**config.mk**
```make
export PLATFORM = sky130hd
export DESIGN_NAME = cache_set_select
export DESIGN_NICKNAME = d
export VERILOG_FILES = /design/src/rtl/cache_set_select.sv
export SDC_FILE = /design/constraint.sdc
export NUM_CORES = 1
export LEC_CHECK = 0
export CAP_MARGIN = 10
export CORE_MARGIN = 4
export CORE_UTILIZATION = 30
export DETAILED_ROUTE_END_ITERATION = 10
export PLACE_DENSITY = 0.73
export SYNTH_ARGS = -nofsm -noshare
export SYNTH_HDL_FRONTEND = slang
export SYNTH_SLANG_ARGS = --single-unit
```
**constraint.sdc**
```tcl
create_clock -name clk -period 2.9 [get_ports clk]
set_input_delay 0.58 -clock clk [delete_from_list [all_inputs] [get_ports clk]]
set_output_delay 0.58 -clock clk [all_outputs]
set_load 0.1 [all_outputs]
```
**src/rtl/cache_set_select.sv**
```systemverilog
// Set-select front end for a direct-indexed cache: decodes lookup addresses to a set
// one-hot/index, and walks every set for init/invalidate. Option: CACHE_SET_SELECT_REG_OUT_EN.
module cache_set_select #(
    parameter int ADDR_W      = 16,
    parameter int OFFSET_BITS = 4,
    parameter int SET_BITS    = 6
) (
    input  logic                       clk,
    input  logic                       rst,
    input  logic [ADDR_W-1:0]          addr_in,
    input  logic                       addr_valid,
    output logic                       addr_ready,
    input  logic                       sweep_start,
    input  logic                       sweep_ready,
    output logic [(2**SET_BITS)-1:0]   set_onehot,
    output logic [SET_BITS-1:0]        set_index,
    output logic                       set_valid,
    output logic                       sweep_busy,
    output logic                       sweep_done
);
    localparam int NUM_SETS = 2**SET_BITS;

    typedef enum logic [1:0] {IDLE, SWEEP, DONE} state_t;

    state_t              state_reg;
    logic [SET_BITS-1:0] count_reg;
    logic                busy_reg;
    logic                done_reg;

    logic [SET_BITS-1:0] addr_set;
    logic                accept;
    logic                lookup_valid;
    logic [SET_BITS-1:0] lookup_index;
    logic                sel_valid;
    logic [SET_BITS-1:0] sel_index;
    logic                unused_addr;

    assign addr_set    = addr_in[OFFSET_BITS+SET_BITS-1:OFFSET_BITS];
    assign unused_addr = ^addr_in;
    // A sweep request in IDLE pre-empts any lookup presented in the same cycle.
    assign addr_ready  = (state_reg == IDLE) && !sweep_start;
    assign accept      = addr_valid && addr_ready;

    always_ff @(posedge clk) begin
        if (rst) begin
            state_reg <= IDLE;
            count_reg <= '0;
            busy_reg  <= 1'b0;
            done_reg  <= 1'b0;
        end else begin
            done_reg <= 1'b0;
            case (state_reg)
                IDLE: begin
                    if (sweep_start) begin
                        state_reg <= SWEEP;
                        count_reg <= '0;
                        busy_reg  <= 1'b1;
                    end
                end
                SWEEP: begin
                    if (sweep_ready) begin
                        if (&count_reg) begin
                            state_reg <= DONE;
                            busy_reg  <= 1'b0;
                            done_reg  <= 1'b1;
                        end else begin
                            count_reg <= count_reg + 1'b1;
                        end
                    end
                end
                DONE: begin
                    state_reg <= IDLE;
                end
                default: begin
                    state_reg <= IDLE;
                    busy_reg  <= 1'b0;
                end
            endcase
        end
    end

`ifdef CACHE_SET_SELECT_REG_OUT_EN
    logic                lookup_valid_reg;
    logic [SET_BITS-1:0] lookup_index_reg;

    always_ff @(posedge clk) begin
        if (rst) begin
            lookup_valid_reg <= 1'b0;
            lookup_index_reg <= '0;
        end else begin
            lookup_valid_reg <= accept;
            lookup_index_reg <= accept ? addr_set : '0;
        end
    end

    assign lookup_valid = lookup_valid_reg;
    assign lookup_index = lookup_index_reg;
`else
    assign lookup_valid = accept;
    assign lookup_index = addr_set;
`endif

    // Sweep and lookup never overlap: a lookup is only accepted in IDLE.
    always_comb begin
        sel_valid = 1'b0;
        sel_index = '0;
        if (busy_reg) begin
            sel_valid = 1'b1;
            sel_index = count_reg;
        end else if (lookup_valid) begin
            sel_valid = 1'b1;
            sel_index = lookup_index;
        end
    end

    genvar gi;
    generate
        for (gi = 0; gi < NUM_SETS; gi++) begin : g_onehot
            assign set_onehot[gi] = sel_valid && (sel_index == SET_BITS'(gi));
        end
    endgenerate

    assign set_index  = sel_index;
    assign set_valid  = sel_valid;
    assign sweep_busy = busy_reg;
    assign sweep_done = done_reg;
endmodule

```
==> impl_metrics.csv, run 1 <==
group,metric,value,unit
outcome,status,"did not finish",
outcome,haltStage,"3_5_place_dp",
outcome,stop_error,"[ERROR DPL-0033] detailed placement checks failed during check placement.",
place,hpwl,7290,µm
floorplanning,row_count,23,
synth,synth_area,0.00124,mm²
synth,async_flop_share,0,
floorplanning,start_util,0.311,
synth,yosysWarningCount,0,
synth,ys_seq_elements,10,
synth,synth_nets,218,
synth,ys_seq_area_frac,0.161,
synth,syn_avg_cell_area,6.34,µm²
floorplanning,io-pin-count,95,
place,portBuffers,84,
synth,syn_inst,196,
floorplanning,chipHeight,72.4,µm
synth,synth_flop_cell,"dfxtp_1",
synth,synth_cell_type_count,43,
place,routabilityCongestion,0.835,
synth,synth_edf_count,0,
floorplanning,die_w,72.4,µm
[metrics by stage]
stage             hold slack, ps  setup TNS, ps  setup WS, ps
floorplan                    551         -51870         -1030
global placement             595              0          57.7
[cells by family after synthesis]
logic type,Yosys count,synth area share
AO/OA/AOI/OAI,37,0.222
XOR/XNOR,1,0.00705
adder cells (fa/ha/maj),1,0.0101
buffers and inverters,31,0.117
flip-flops,10,0.161
multiplexers,4,0.0322
AND/OR/NAND/NOR,112,0.451
[Yosys cell counts (2+ instances only)]
cell type   n  area, µm²
mux2i_1     4       40.0
dfxtp_1    10        200
buf_2      11       55.1
and2_1      2       12.5
nor2_1     16       60.1
o21ai_0     4       20.0
inv_1       7       26.3
nor3_1     63        315
o32ai_1     3       26.3
a21oi_1     9       45.0
a31oi_1     2       12.5
nand2b_1    5       31.3
clkbuf_1    8       30.0
o32a_1      3       30.0
nand2_1    15       56.3
a32oi_1     2       17.5
buf_4       2       15.0
a211oi_1    3       22.5
nor2b_1     2       12.5
and3_1      2       12.5
==> inputs of run 2 (changes only) <==
--- a/config.mk
+++ b/config.mk
@@ -7,9 +7,9 @@
 export LEC_CHECK = 0
 export CAP_MARGIN = 10
 export CORE_MARGIN = 4
-export CORE_UTILIZATION = 30
+export CORE_UTILIZATION = 20
 export DETAILED_ROUTE_END_ITERATION = 10
-export PLACE_DENSITY = 0.73
+export PLACE_DENSITY_LB_ADDON = 0.15
 export SYNTH_ARGS = -nofsm -noshare
 export SYNTH_HDL_FRONTEND = slang
 export SYNTH_SLANG_ARGS = --single-unit
==> run 2 against run 1 <==
Compared with the run above: the flow now finishes without violations; synthesized cell count unchanged; area after synthesis unchanged.
==> impl_metrics.csv, run 2 <==
group,metric,value,unit
global_route,grt_usage,0.152,
synth,synth_nets,218,
power_and_ir_drop,leakagePower,1.76,nW
synth,syn_inst,196,
synth,syn_avg_cell_area,6.34,µm²
final_layout,largest_reg_flops,6,
final_layout,final_util,0.678,
timing,hold_violations,0,
detailed_routing,drt-total-wl,5730,µm
power_and_ir_drop,ir_worst_vdd,0.000507,V
setup_path,crit_path_cell_trace,"clkdlybuf4s50_1 > nor3_4 > a21oi_4 > clkinvlp_4 > o21ai_4 > buf_12 > nor3_4 > buf_12",
synth,synthMostInstantiatedCell,"nor3_1",
place,dp_cells,359,
detailed_routing,first_pass_iters,4,
cts,clkSinkCount,10,
timing,setup-violations-final,0,
synth,synth_top_area_frac,0.254,
setup_path,required,2320,ps
flow_run,max_cap_violations,0,
timing,fin_skew,6.21,ps
detailed_routing,drc,0,
detailed_routing,drt.antenna.violating_nets,0,
final_layout,stdcell_count,364,
synth,synth_flop_cell,"dfxtp_1",
cts,clk_latency,240,ps
final_layout,final_nets,312,
cts,tritoncts,"yes",
timing,slew_viol_final,0,
floorplanning,start_util,0.207,
floorplanning,core-area,0.00599,mm²
synth,synth_edf_count,0,
setup_path,cp-start-kind,"primary input",
setup_path,max_stage_delay,520,ps
synth,yosys-top-cells-count,"nor3_1, nor2_1, nand2_1, buf_2, dfxtp_1",
cts,clk_pin_slew,50,ps
synth,ys_seq_area_frac,0.161,
synth,ys_seq_elements,10,
final_layout,layout_common_cells,"buf_12, nor3_4, buf_4",
final_layout,syn2layout_area_growth,227,%
worst_hold_path,hold_path_class,"reg -> reg",
floorplanning,dieArea,0.00754,mm²
floorplanning,row_count,28,
synth,synth_cell_type_count,43,
cts,root_buffer,"clkbuf_8",
timing,tightest_slew,701,ps
cts,htreeDepth,1,
final_layout,final_common_cell,"buf_12",
global_route,antenna_found_initial,0,
synth,synth_area,0.00124,mm²
detailed_routing,wl_per_cell,15.8,µm
timing,max_freq,0.355,GHz
place,portBuffers,84,
cts,numCtsBuffers,3,
floorplanning,chipHeight,86.8,µm
detailed_routing,drtIter0Drc,28,
final_layout,antenna_cells,0,
global_route,grt_remaining_overflow,0,
timing,rsz0062_at_grt,"no",
setup_path,setup.worst_path.end_class,"primary output",
place,routabilityCongestion,0.759,
final_layout,drive_above_1_share,0.675,
cts,cts_hold_buf,0,
timing,fin_crit,2820,ps
cts,cts_buffer_depth,2,
outcome,status,"finished clean",
floorplanning,io-pin-count,95,
setup_path,critical_path_class,"in -> out",
setup_path,crit_path_top_delay_cell,"clkdlybuf4s50_1",
timing,period_share,0.973,
setup_path,cp.arrival,2240,ps
global_route,grt_max_degree,28,
timing,slew_headroom,0.533,
synth,yosysWarningCount,0,
global_route,grt_pass1_vias,1785,
global_route,grt_first_pass_wirelength,9190,µm
synth,yosys.area.top_type,"nor3_1",
synth,synth_area_leaders,"nor3_1, dfxtp_1, nor2_1",
power_and_ir_drop,p_per_area,217,mW/mm²
place,hpwl,4750,µm
detailed_routing,vias,1850,
detailed_routing,drt-vias-per-instance,5.08,
synth,async_flop_share,0,
setup_path,crit_fanout,16,
floorplanning,die_w,86.8,µm
[run 2: cell type report]
type | count | area (µm²)
clock buffer | 4 | 55.1
fill | 424 | 1930
inverter | 8 | 33.8
multi-input combinational | 155 | 1770
sequential | 10 | 204
tap | 75 | 93.8
timing repair buffer | 112 | 1910
[run 2: power by group]
| group | switching, W | internal (W) | total, W |
|---|---|---|---|
| Combinational | 0.000364 | 0.000180 | 0.000544 |
| Clock | 0.0000577 | 0.000120 | 0.000177 |
| Sequential | 0.0000182 | 0.000142 | 0.000160 |
| Total | 0.000440 | 0.000441 | 0.000881 |
[run 2: repair_timing]
action | in CTS | in global routing
gates resized for setup | 0 | 3
setup buffers | 0 | 1
cloned | 0 | 0
pin swaps | 1 | 2
setup endpoints to repair | 4 | 33
[run 2: final timing paths]
kind / from / end / slack, ps / cells after the start
setup / recovery: sweep_start / set_onehot[25] / 80 / 8
hold / removal: state_reg[1] / state_reg[0] / 620 / 1
setup reg to reg: count_reg[0] / count_reg[5] / 1130 / 5
hold reg to reg: state_reg[1] / state_reg[0] / 620 / 1
[run 2: cells by family after synthesis]
kind of cell | after synthesis | synth area share
and+or+nand+nor | 112 | 0.451
adders and majority gates | 1 | 0.0101
DFF | 10 | 0.161
muxes | 4 | 0.0322
buffers and inverters | 31 | 0.117
AOI/OAI and AO/OA | 37 | 0.222
xor gates and xnor gates | 1 | 0.00705
[run 2: metal layers]
layer	vias to the layer above	wire (µm)	global-route usage
met5	-	0	0
met2	49	3100	0.273
met4	0	23	0.0198
met1	880	2410	0.202
li1	919	-	-
met3	2	200	0.0162
[run 2: through the flow]
stage          total power, W  hold WS [ps]  setup TNS [ps]  setup WS (ps)  instance area, µm²
2_1_floorplan        0.000521           551          -51870          -1030                2080
5_1_grt              0.000916           654               0           5.35                4060
3_5_place_dp         0.000710           604           -8.64          -5.49                3990
4_1_cts              0.000885           621               0          0.259                4050
6_report             0.000881           621               0           79.6                4060
3_3_place_gp         0.000704           607               0           10.2                3990
[run 2: critical path, delay by kind of cell]
family / cells / cell delay (ps)
compound gates: 2 / 340
buf+inv: 4 / 1160
simple gates: 2 / 130
Power figures use the tool's default switching activity.
